$ cat src/rtl/keypad_pkg.sv
// keypad_pkg: shared types and constants for keypad operand entry.
// State encodings, special key codes and the digit-count limit.
package keypad_pkg;

  typedef enum logic [1:0] {
    ENTER_A = 2'd0,
    ENTER_B = 2'd1,
    PRESENT = 2'd2
  } entry_state_t;

  localparam logic [3:0] KEY_CLEAR = 4'd12;
  localparam logic [3:0] KEY_ENTER = 4'd14;

  localparam logic [2:0] DIGIT_MAX = 3'd4;

endpackage

$ cat src/rtl/keypad_key_decode.sv
// keypad_key_decode: combinational keypad scan-index decoder.
// In: key_code[3:0]. Out: is_digit, is_clear, is_enter, nibble[3:0].
module keypad_key_decode
  import keypad_pkg::*;
(
  input  logic [3:0] key_code,
  output logic       is_digit,
  output logic       is_clear,
  output logic       is_enter,
  output logic [3:0] nibble
);

  always_comb begin
    is_digit = 1'b1;
    is_clear = 1'b0;
    is_enter = 1'b0;
    nibble   = 4'h0;
    unique case (key_code)
      4'd0:  nibble = 4'h1;
      4'd1:  nibble = 4'h2;
      4'd2:  nibble = 4'h3;
      4'd3:  nibble = 4'hA;
      4'd4:  nibble = 4'h4;
      4'd5:  nibble = 4'h5;
      4'd6:  nibble = 4'h6;
      4'd7:  nibble = 4'hB;
      4'd8:  nibble = 4'h7;
      4'd9:  nibble = 4'h8;
      4'd10: nibble = 4'h9;
      4'd11: nibble = 4'hC;
      4'd13: nibble = 4'h0;
      4'd15: nibble = 4'hD;
      KEY_CLEAR: begin
        is_digit = 1'b0;
        is_clear = 1'b1;
      end
      KEY_ENTER: begin
        is_digit = 1'b0;
        is_enter = 1'b1;
      end
    endcase
  end

endmodule

$ cat src/rtl/keypad_operand_entry.sv
// keypad_operand_entry: builds two FP16 operands from keypad digits.
// In: clk, reset, key_valid, key_code[3:0], op_ready.
// Out: op_a, op_b, op_valid, entry_value, digit_count, entry_state, err.
module keypad_operand_entry
  import keypad_pkg::*;
(
  input  logic        clk,
  input  logic        reset,
  input  logic        key_valid,
  input  logic [3:0]  key_code,
  output logic [15:0] op_a,
  output logic [15:0] op_b,
  output logic        op_valid,
  input  logic        op_ready,
  output logic [15:0] entry_value,
  output logic [2:0]  digit_count,
  output logic [1:0]  entry_state,
  output logic        err
);

  entry_state_t state, state_n;
  logic [15:0]  entry_n, op_a_n, op_b_n;
  logic [2:0]   count_n;
  logic         err_n;

  logic         is_digit, is_clear, is_enter;
  logic [3:0]   nibble;

  keypad_key_decode u_dec (
    .key_code (key_code),
    .is_digit (is_digit),
    .is_clear (is_clear),
    .is_enter (is_enter),
    .nibble   (nibble)
  );

  always_ff @(posedge clk) begin
    if (reset) begin
      state       <= ENTER_A;
      entry_value <= 16'h0;
      digit_count <= 3'd0;
      op_a        <= 16'h0;
      op_b        <= 16'h0;
      err         <= 1'b0;
    end else begin
      state       <= state_n;
      entry_value <= entry_n;
      digit_count <= count_n;
      op_a        <= op_a_n;
      op_b        <= op_b_n;
      err         <= err_n;
    end
  end

  always_comb begin
    state_n = state;
    entry_n = entry_value;
    count_n = digit_count;
    op_a_n  = op_a;
    op_b_n  = op_b;
    err_n   = 1'b0;
    if (state == PRESENT) begin
      // keys are dropped here, even on the handshake cycle
      if (op_ready) state_n = ENTER_A;
    end else if (key_valid) begin
      unique case (1'b1)
        is_digit: begin
          if (digit_count < DIGIT_MAX) begin
            entry_n = {entry_value[11:0], nibble};
            count_n = digit_count + 3'd1;
          end else begin
            err_n = 1'b1;
          end
        end
        is_clear: begin
          entry_n = 16'h0;
          count_n = 3'd0;
        end
        is_enter: begin
          if (digit_count == DIGIT_MAX) begin
            if (state == ENTER_A) begin
              op_a_n  = entry_value;
              state_n = ENTER_B;
            end else begin
              op_b_n  = entry_value;
              state_n = PRESENT;
            end
            entry_n = 16'h0;
            count_n = 3'd0;
          end else begin
            err_n = 1'b1;
          end
        end
      endcase
    end
  end

  // state is a register, so op_valid never sees op_ready combinationally
  assign op_valid    = (state == PRESENT);
  assign entry_state = state;

endmodule

$ cat config.mk
export PLATFORM = sky130hd
export DESIGN_NAME = keypad_operand_entry
export DESIGN_NICKNAME = d
export VERILOG_FILES = /design/src/rtl/keypad_pkg.sv /design/src/rtl/keypad_key_decode.sv /design/src/rtl/keypad_operand_entry.sv
export SDC_FILE = /design/constraint.sdc
export NUM_CORES = 1
export LEC_CHECK = 0
export CAP_MARGIN = 20
export CORE_ASPECT_RATIO = 1.25
export CORE_MARGIN = 2
export CORE_UTILIZATION = 42
export DETAILED_ROUTE_END_ITERATION = 6
export PLACE_DENSITY = 0.71
export SKIP_CTS_REPAIR_TIMING = 1
export SKIP_LAST_GASP = 1
export SLEW_MARGIN = 40
export SYNTH_ARGS = -nofsm -noshare
export SYNTH_HDL_FRONTEND = slang
export SYNTH_HIERARCHICAL = 1
export SYNTH_SLANG_ARGS = --single-unit
$ cat constraint.sdc
create_clock -name clk -period 2.4 [get_ports clk]
set_input_delay 0.24 -clock clk [delete_from_list [all_inputs] [get_ports clk]]
set_output_delay 0.24 -clock clk [all_outputs]
set_load 0.02 [all_outputs]
==> summary.txt, run 1 <==
Synth
  • Register bit total from synthesis: 54
  • Post-synthesis mux area share: around 7.5%
  • Cells after synthesis: 277
  • Syn_nets: 287
  • Adder-cell area share of the yosys netlist: 1.54%
  • Post-synthesis compound-gate area fraction: 17.4%
  • Yosys cell types: 35
  • Yosys top cell area share: a little under half
  • Mapped cell area: 0.00227 mm2
  • Largest cells by area after synthesis: dfxtp_1, a21oi_1, mux2i_1, nand3_1, o21ai_1
  • Largest area contributor in the netlist: dfxtp_1
  • Synth Area in XOR/XNOR: 0%
  • Post-synthesis sequential area ratio: 47.6%
  • Main combinational cell family by area after synthesis: simple AND/OR/NAND/NOR gates
  • Synth Area per Inst: 8.21 um2
  • Yosys warns: 6
  • Synth Area in Simple Gates: 19.9%

Drt
  • First-pass DRT Iterations: 7
  • Via density: about 5.3
  • DR iter-0 viols: between 100 and 150
  • Antenna viol nets, final: 0
  • Met1 WL: ~2400 um
  • DR WL met2: about 2700 um
  • Number of remaining DRC errors: 0
  • Top layer used by detailed routing: met4
  • Met3 wire length: 341 um
  • Via count: 2,108
  • Wirelength per Cell: 13.8 um
  • Final WL: 5460 um

Place
  • Port Buf Inserts: 62
  • Post-DP HPWL: 3830 um
  • Dpl ws: roughly 0.017 ns
  • Final Wtd Congestion: 0.752
  • Placed inst area: around 0.003 mm2

Clock network
  • Worst-skew pair later-pin latency: 0.30 ns
  • # H-tree levels: 2
  • CTS tree: done
  • Root Driver: clkbuf_8
  • Worst-path clk slew: approximately 0.09 ns
  • TritonCTS buffer count: 5
  • Sink Count: 54
  • Longest Clk Path Bufs: 2

Floorplan
  • CORE AREA: 0.00515 mm2
  • Die Ht: around 86 um
  • Die X: 69.8 um
  • I/O pin cnt: 63
  • Initial Util: about 44%
  • Row cnt: 29
  • Die area: between 0.006 and 0.007 mm2

Layout
  • Commonest non-fill, non-tap cell in the layout: clkdlybuf4s50_1
  • Antenna Cells: 0
  • Final instance area: 0.00308 mm2
  • Commonest cells after routing, fill and taps aside: clkdlybuf4s50_1, dfxtp_1, nand2_1, a21oi_1, nand3_1
  • Fillers: around 490
  • Area Growth Syn to Fin: 35.4%
  • Proportion of layout cells with a drive suffix above 1: 6.57%
  • Nets@finish: 344

Critical path
  • Top delay family on crit path: simple AND/OR/NAND/NOR gates
  • Worst Path Arrival: around 2.3 ns
  • Crit path kind: primary input to flip-flop
  • CP endpoint kind: flip-flop
  • CP Launch Type: primary input
  • Crit-path cells: clkdlybuf4s50_1, inv_1, or3_4, nor2_1, a21boi_1, or4_1, buf_12, mux2i_1
  • Buf/Inv on CP: 3
  • FF-to-FF setup slack: around 0.76 ns
  • Max stage delay on crit path: 0.47 ns
  • CP required: 2.63 ns
  • CP max-delay cell: clkdlybuf4s50_1
  • Top fanout value on the critical path: 17

Global routing
  • All-Layer GR Usage: 18.6%
  • Via count of the first global-routing pass: 1,882
  • Initial antenna violation count: 0
  • Overflow after GRT: 0
  • First-pass GRT wire length: ~9100 um
  • Pin count of the biggest net entering global routing: 38

STA
  • Slew HR: around half
  • Final setup viols: 0
  • Least-Margin Pin Slew: 0.747 ns
  • Hold Fails Final Rpt: 0
  • Post-route setup TNS: 0 ns
  • Worst hold slack: between 0.4 and 0.5 ns
  • Final clock skew: 0.00888 ns
  • RSZ-0062 raised after global routing: false
  • Pins Over Slew Limit: 0
  • Fin crit share: 86.0%
  • Setup WS post-layout: between 0.3 and 0.4 ns
  • Final critical-path required period: 2.06 ns
  • Fmax: between 0.4 and 0.5 GHz

Pwr
  • P_int: 0.00120 W
  • Combinational share of power: 8.9%
  • Sequential share of power: 58.6%
  • Sw frac: 23.6%
  • Switching power: 0.000372 W
  • LEAKAGE: 1.09 nW
  • Pwr dens: 512 mW/mm2
  • Max VDD drop: 0.336 mV
  • Clk network pwr share: 32.6%
  • Total Power: ~0.0016 W

Outcome
  • Status: complete, no violations

Hold path
  • Worst min-delay path class: flip-flop to flip-flop

Flow run
  • Max Cap Violations: 0
-- Yosys cell counts (all sizes together) --
library cell / instances
a21boi: 1
a21oi: 36
a32o: 1
and2: 1
and3: 1
and4: 1
buf: 4
clkbuf: 19
clkinv: 1
dfxtp: 54
ha: 2
inv: 9
maj3: 1
mux2i: 17
nand2: 37
nand3: 34
nand3b: 1
nand4: 2
nor2: 6
nor2b: 2
nor3: 1
nor4: 1
o211ai: 1
o21ai: 35
o22ai: 1
o41ai: 1
or2: 2
or2b: 2
or3: 1
or3b: 1
or4: 1
-- logic make-up (layout without fill, tap and decap cells) --
family,count (synthesis),in the layout
AO/OA/AOI/OAI,76,76
buffers and inverters,33,91
multiplexers,17,17
adder cells (fa/ha/maj),3,3
AND/OR/NAND/NOR,94,94
flip-flops,54,54
-- tightest hold or removal path: cells and delay by family, from the launching register on --
kind / cells / cell delay (ns)
compound gates: 2 / 0.12
flops: 1 / 0.31
-- final cells by class --
cell class                      count  area [um2]  share of cell area (%)
Timing Repair Buffer               73         728                    23.6
Clock inverter                      1        5.00                   0.163
Inverter                           10        37.5                    1.22
Tap cell                           62        77.6                    2.52
Sequential cell                    54        1080                    35.1
Clock buffer                        7        86.3                    2.80
Multi-Input combinational cell    190        1060                    34.5
-- flip-flops by register name (all words and copies together) (netlist names) --
register and cells:
digit_count 3, entry_state 2, entry_value 16, err 1
op_a 16, op_b 16
-- per-stage QoR --
stage	utilization, %	std cells
after floorplan	-	277
after global placement	57.9	389
after detailed placement	58.0	389
after CTS	59.8	397
after global routing	59.8	397
final	59.8	397
-- power groups by stage --
stage / Combinational, W / Sequential (W) / Clock, W
2_1_floorplan: 0.0000711 / 0.000951 / 0
3_3_place_gp: 0.000138 / 0.000944 / 0
3_5_place_dp: 0.000139 / 0.000944 / 0
4_1_cts: 0.000140 / 0.000923 / 0.000523
5_1_grt: 0.000152 / 0.000926 / 0.000570
6_report: 0.000139 / 0.000923 / 0.000513
-- path summary, 6_finish.rpt --
check	start	end	depth (start not counted)
hold / removal	op_a[14]$_SDFFE_PP0P_	op_a[14]$_SDFFE_PP0P_	2
hold reg to reg	op_a[14]$_SDFFE_PP0P_	op_a[14]$_SDFFE_PP0P_	2
setup / recovery	key_code[3]	entry_value[13]$_SDFFE_PP0P_	8
setup reg to reg	digit_count[0]$_SDFFE_PP0P_	entry_value[0]$_SDFFE_PP0P_	6
-- layer usage --
layer,GRT usage [%],vias up
met2,31.8,72
li1,-,1076
met1,23.4,954
met3,4.65,6
met4,5.42,0
met5,0,-
(Power assumes the default switching activity.)
==> run 2: changes to the inputs <==
- PLACE_DENSITY: 0.71 -> 0.74
==> run 2 against run 1 <==
Net effect: non-clock buffer count unchanged; sequential cell count unchanged; combinational power about the same; first-iteration DRC count increased by 11%; fmax decreased by 0.12%; routed wire length increased by 0.37%; cell count unchanged; via count about the same; critical endpoint is now digit_count[1]$_SDFFE_PP0P_; largest cell class unchanged.
==> summary.txt, run 2 (synthesis gave the netlist of run 1 again) <==
Outcome
  • Status: complete, no violations

Layout
  • Fillers: 465 (-5.3%)
  • Biggest regs: entry_value: 16 flops, op_a: 16 flops, op_b: 16 flops
  • Area of the multi-input gates: 0.00106 mm2 (unchanged)
  • Register area: 0.00108 mm2 (unchanged)
  • Area Growth Syn to Fin: 36.0%
  • Commonest non-fill, non-tap cell in the layout: clkdlybuf4s50_1
  • Nets@finish: 344 (unchanged)
  • Commonest cells after routing, fill and taps aside: clkdlybuf4s50_1, dfxtp_1, nand2_1, a21oi_1, nand3_1
  • Proportion of layout cells with a drive suffix above 1: 6.87% (+0.30 points)
  • Antenna Cells: 0 (unchanged)

Place
  • Dpl ws: 0.0196 ns (+0.00227 ns)
  • Final Wtd Congestion: 0.745 (-0.88%)
  • Port Buf Inserts: 62 (unchanged)
  • Post-DP HPWL: 3800 um (-0.82%)

Floorplan
  • Row cnt: 29 (unchanged)
  • Die area: 0.00602 mm2 (unchanged)
  • Die Ht: 86.3 um (unchanged)
  • CORE AREA: 0.00515 mm2 (unchanged)
  • Die X: 69.8 um (unchanged)
  • I/O pin cnt: 63 (unchanged)
  • Initial Util: 44.1% (unchanged)

Clock network
  • Worst-path clk slew: 0.09 ns (about the same)
  • Worst-skew pair later-pin latency: 0.32 ns (+0.02 ns)
  • CTS tree: done
  • # H-tree levels: 2 (unchanged)
  • TritonCTS buffer count: 5 (unchanged)
  • Longest Clk Path Bufs: 2 (unchanged)
  • Sink Count: 54 (unchanged)
  • Root Driver: clkbuf_8

Pwr
  • LEAKAGE: 1.09 nW (+0.37%)
  • Pwr dens: 546 mW/mm2 (+6.7%)
  • Max VDD drop: 0.258 mV (-23%)

Global routing
  • First-pass GRT wire length: 9170 um (+0.99%)
  • Pin count of the biggest net entering global routing: 38 (unchanged)
  • Overflow after GRT: 0 (unchanged)
  • Initial antenna violation count: 0 (unchanged)
  • All-Layer GR Usage: 19.0% (+0.42 points)
  • Via count of the first global-routing pass: 1,928 (+2.4%)

Drt
  • Number of remaining DRC errors: 0 (unchanged)
  • DR iter-0 viols: 131 (+11%)
  • Antenna viol nets, final: 0 (unchanged)
  • Via density: 5.31 (about the same)
  • Via count: 2,110 (+0.095%)
  • Final WL: 5480 um (+0.37%)
  • Wirelength per Cell: 13.8 um (+0.37%)
  • First-pass DRT Iterations: 4 (-3)

STA
  • Final critical-path required period: 2.07 ns (+0.00238 ns)
  • Setup WS post-layout: 0.334 ns (-0.00238 ns)
  • Hold Fails Final Rpt: 0 (unchanged)
  • Least-Margin Pin Slew: 0.734 ns (-0.0129 ns)
  • Slew HR: 50.9% (+0.87 points)
  • Final setup viols: 0 (unchanged)
  • Pins Over Slew Limit: 0 (unchanged)
  • RSZ-0062 raised after global routing: false
  • Fin crit share: 86.1% (+0.099 points)
  • Final clock skew: 0.0160 ns (+0.00710 ns)
  • Post-route setup TNS: 0 ns (unchanged)
  • Fmax: 0.484 GHz (-0.12%)

Critical path
  • Buf/Inv on CP: 3 (unchanged)
  • CP endpoint kind: flip-flop
  • CP Launch Type: primary input
  • Crit path kind: primary input to flip-flop
  • CP max-delay cell: clkdlybuf4s50_1
  • Worst Path Arrival: 2.30 ns (about the same)
  • Max stage delay on crit path: 0.47 ns (about the same)
  • CP required: 2.64 ns (about the same)
  • Top fanout value on the critical path: 17 (unchanged)
  • R2R depth: 6 (unchanged)
  • Worst path depth: 8 (unchanged)
  • Top delay family on crit path: simple AND/OR/NAND/NOR gates
  • Crit-path cells: clkdlybuf4s50_1, inv_1, or3_4, nor2_1, a21boi_1, or4_1, buf_12, mux2i_1
  • FF-to-FF setup slack: 0.73 ns (-0.03 ns)

Flow run
  • Max Cap Violations: 0 (unchanged)

Hold path
  • Worst min-delay path class: flip-flop to flip-flop
  • Hold Crit Depth: 2 (unchanged)
## run 2: changes by cell type in the layout (fill, tap and decap cells not counted), sizes merged
cell	change
inv	+1
clkbuf	-2
bufinv	+1
## run 2: path summary, 6_finish.rpt
kind	to	start
worst max-delay path	digit_count[1]$_SDFFE_PP0P_	key_code[3]
worst min register to register	op_b[8]$_SDFFE_PP0P_	op_b[8]$_SDFFE_PP0P_
worst min-delay path	op_b[8]$_SDFFE_PP0P_	op_b[8]$_SDFFE_PP0P_
worst max register to register	digit_count[1]$_SDFFE_PP0P_	digit_count[0]$_SDFFE_PP0P_
## run 2: metal layers
metal	global-route usage (%)	up-vias	share of wire, %
li1	-	1072	-
met1	23.4	974	45
met2	32.6	59	49
met3	4.88	5	5.3
met4	6.29	0	0.91
met5	0	-	0
## run 2: area by class of cell
class	count	area share, %
clock buffers	5	2.23
inverters	10	1.21
repair buffers	73	23.1
clock inverters	3	1.54
well taps	62	2.51
multi-input cells	190	34.4
flip-flops and latches	54	35.0
## run 2: power breakdown
part / leakage (nW) / switching [W] / internal [W]
logic: 0.598 / 0.0000753 / 0.0000641
registers: 0.436 / 0.0000166 / 0.000906
clock network: 0.0587 / 0.000309 / 0.000316
## run 2: worst register-to-register path: stages, from the launching register on
cell and delay (ns):
dfxtp_1 0.37, inv_1 0.07, ha_1 0.19, a21boi_1 0.11
or4_1 0.49, buf_12 0.20, mux2i_1 0.12
## run 2: through the flow
stage | total power, W | utilization [%] | cells | instance area (um2) | hold slack [ns]
finish | 0.00169 | 60.0 | 397 | 3090 | 0.486
global route | 0.00176 | 60.0 | 397 | 3090 | 0.508
CTS | 0.00170 | 60.0 | 397 | 3090 | 0.487
detailed placement | 0.00108 | 57.7 | 389 | 2980 | 0.470
global placement | 0.00108 | 57.6 | 389 | 2970 | 0.468
floorplan | 0.00102 | - | 277 | 2270 | 0.372
==> run 3: changes to the inputs <==
- CELL_PAD_IN_SITES_DETAIL_PLACEMENT: default -> 1
- CELL_PAD_IN_SITES_GLOBAL_PLACEMENT: default -> 2
- CORE_UTILIZATION: 42 -> 27
- PLACE_DENSITY: 0.74 -> 0.82
==> run 3 against run 2 <==
Net effect: fmax down 4.0%; global-route usage down 3.7 points; sequential power about the same; largest cell class unchanged; largest power group unchanged.
==> summary.txt, run 3 (synthesis gave the netlist of run 1 again) <==
Place
  • Post-DP HPWL: 4780 um (+26%)
  • Port Buf Inserts: 62 (unchanged)
  • Final Wtd Congestion: 0.800 (+7.4%)

Critical path
  • Max stage delay on crit path: 0.47 ns (about the same)
  • Worst Path Arrival: 2.39 ns (+0.09 ns)
  • Top fanout value on the critical path: 9 (-8)
  • Crit-path cells: clkdlybuf4s50_1, inv_1, or3_4, nor2_1, a21boi_1, or4_1, buf_4, mux2i_1
  • CP endpoint kind: flip-flop
  • RR Startpoint: digit_count[0]$_SDFFE_PP0P_
  • CP required: 2.63 ns (about the same)
  • R2R depth: 6 (unchanged)
  • CP Launch Type: primary input
  • FF-to-FF setup slack: 0.70 ns (-0.03 ns)
  • CP max-delay cell: clkdlybuf4s50_1
  • Crit path kind: primary input to flip-flop
  • RR Endpoint: entry_value[9]$_SDFFE_PP0P_

Clock network
  • Longest Clk Path Bufs: 2 (unchanged)
  • Root Driver: clkbuf_8
  • # H-tree levels: 2 (unchanged)
  • Worst-path clk slew: 0.10 ns (about the same)
  • Worst-skew pair later-pin latency: 0.31 ns (about the same)
  • TritonCTS buffer count: 5 (unchanged)
  • Sink Count: 54 (unchanged)
  • CTS tree: done

STA
  • Least-Margin Pin Slew: 0.739 ns (+0.00533 ns)
  • Pins Over Slew Limit: 0 (unchanged)
  • Final critical-path required period: 2.15 ns (+0.0864 ns)
  • RSZ-0062 raised after global routing: false
  • Final setup viols: 0 (unchanged)
  • Hold Fails Final Rpt: 0 (unchanged)
  • Final clock skew: 0.0101 ns (-0.00586 ns)
  • Fin crit share: 89.7% (+3.6 points)
  • Fmax: 0.465 GHz (-4.0%)
  • Worst hold slack: 0.485 ns (-0.00123 ns)
  • Slew HR: 50.5% (-0.36 points)

Layout
  • Antenna Cells: 0 (unchanged)
  • Area Growth Syn to Fin: 39.2%
  • Proportion of layout cells with a drive suffix above 1: 7.14% (+0.28 points)
  • Commonest non-fill, non-tap cell in the layout: clkdlybuf4s50_1
  • Core Util, Final: 38.6% (-21 points)
  • Fillers: 975 (+110%)
  • Area of the multi-input gates: 0.00106 mm2 (unchanged)
  • Biggest regs: entry_value: 16 flops, op_a: 16 flops, op_b: 16 flops
  • Nets@finish: 345 (+0.29%)
  • Register area: 0.00108 mm2 (unchanged)
  • Commonest cells after routing, fill and taps aside: clkdlybuf4s50_1, dfxtp_1, nand2_1, a21oi_1, nand3_1

Hold path
  • HP Start: op_b[9]$_SDFFE_PP0P_
  • Hold EP: op_b[9]$_SDFFE_PP0P_
  • Hold Crit Depth: 2 (unchanged)
  • Worst min-delay path class: flip-flop to flip-flop

Drt
  • Via density: 5.00 (-5.8%)
  • Antenna viol nets, final: 0 (unchanged)
  • Wirelength per Cell: 15.5 um (+12%)
  • DR iter-0 viols: 122 (-6.9%)
  • Final WL: 6730 um (+23%)
  • First-pass DRT Iterations: 4 (unchanged)
  • Number of remaining DRC errors: 0 (unchanged)
  • Via count: 2,167 (+2.7%)

Floorplan
  • I/O pin cnt: 63 (unchanged)
  • Die X: 86.1 um (+23%)
  • Row cnt: 37 (+28%)
  • CORE AREA: 0.00819 mm2 (+59%)
  • Die Ht: 107 um (+24%)
  • Die area: 0.00917 mm2 (+52%)
  • Initial Util: 27.7% (-16 points)

Outcome
  • Status: complete, no violations

Global routing
  • Via count of the first global-routing pass: 2,201 (+14%)
  • First-pass GRT wire length: 11,100 um (+21%)
  • Overflow after GRT: 0 (unchanged)
  • All-Layer GR Usage: 15.3% (-3.7 points)
  • Initial antenna violation count: 0 (unchanged)
  • Pin count of the biggest net entering global routing: 38 (unchanged)

Flow run
  • Max Cap Violations: 0 (unchanged)

Pwr
  • Max VDD drop: 0.338 mV (+31%)
  • LEAKAGE: 1.11 nW (+1.5%)
  • Pwr dens: 569 mW/mm2 (+4.3%)
run 3: cell types whose count changed in the layout (fill, tap and decap cells not counted):
cell / change
bufinv_16: +1
buf_4: +1
inv_6: -1
run 3: stage by stage:
stage	instances	TNS (ns)	area, um2	worst slack [ns]	power, W
after floorplan	277	0	2270	0.439	0.00102
after global placement	425	0	3020	0.0582	0.00108
after detailed placement	425	-0.395	3030	-0.0573	0.00109
after CTS	433	0	3160	0.244	0.00182
after global routing	433	0	3160	0.0827	0.00187
final	433	0	3160	0.247	0.00180
run 3: critical path: cells and delay by family:
family	cells	cell delay [ns]
AO/OA/AOI/OAI	1	0.28
buffers and inverters	3	0.77
multiplexers	1	0.22
AND/OR/NAND/NOR	3	0.87
run 3: cell type report:
cell class                      instances  share of cell area, %
Clock buffer                            5                   2.17
Multi-Input combinational cell        190                   33.6
Sequential cell                        54                   34.2
Clock inverter                          3                   2.17
Timing Repair Buffer                   74                   22.9
Tap cell                               97                   3.84
Inverter                               10                   1.19
run 3: metal layers:
metal  up-vias  GRT usage [%]  share of wire (%)
met2        46           26.7                 50
li1       1082              -                  -
met1      1034           19.0                 45
met3         5           3.00                4.4
met4         0           4.08                1.1
met5         -              0                  0
run 3: where the power goes:
group          leakage [nW]  internal (W)  switching [W]
logic                 0.605     0.0000627      0.0000778
registers             0.436      0.000906      0.0000184
clock network        0.0683      0.000418       0.000318
run 3: worst max path at each step:
stage	from	end	cells after the start
global placement	key_code[3]	entry_value[8]$_SDFFE_PP0P_	7
global route	key_code[3]	entry_value[9]$_SDFFE_PP0P_	8
CTS	key_code[3]	entry_value[9]$_SDFFE_PP0P_	8
floorplan	key_code[0]	entry_value[10]$_SDFFE_PP0P_	7
detailed placement	key_code[3]	entry_value[1]$_SDFFE_PP0P_	8
finish	key_code[3]	entry_value[9]$_SDFFE_PP0P_	8
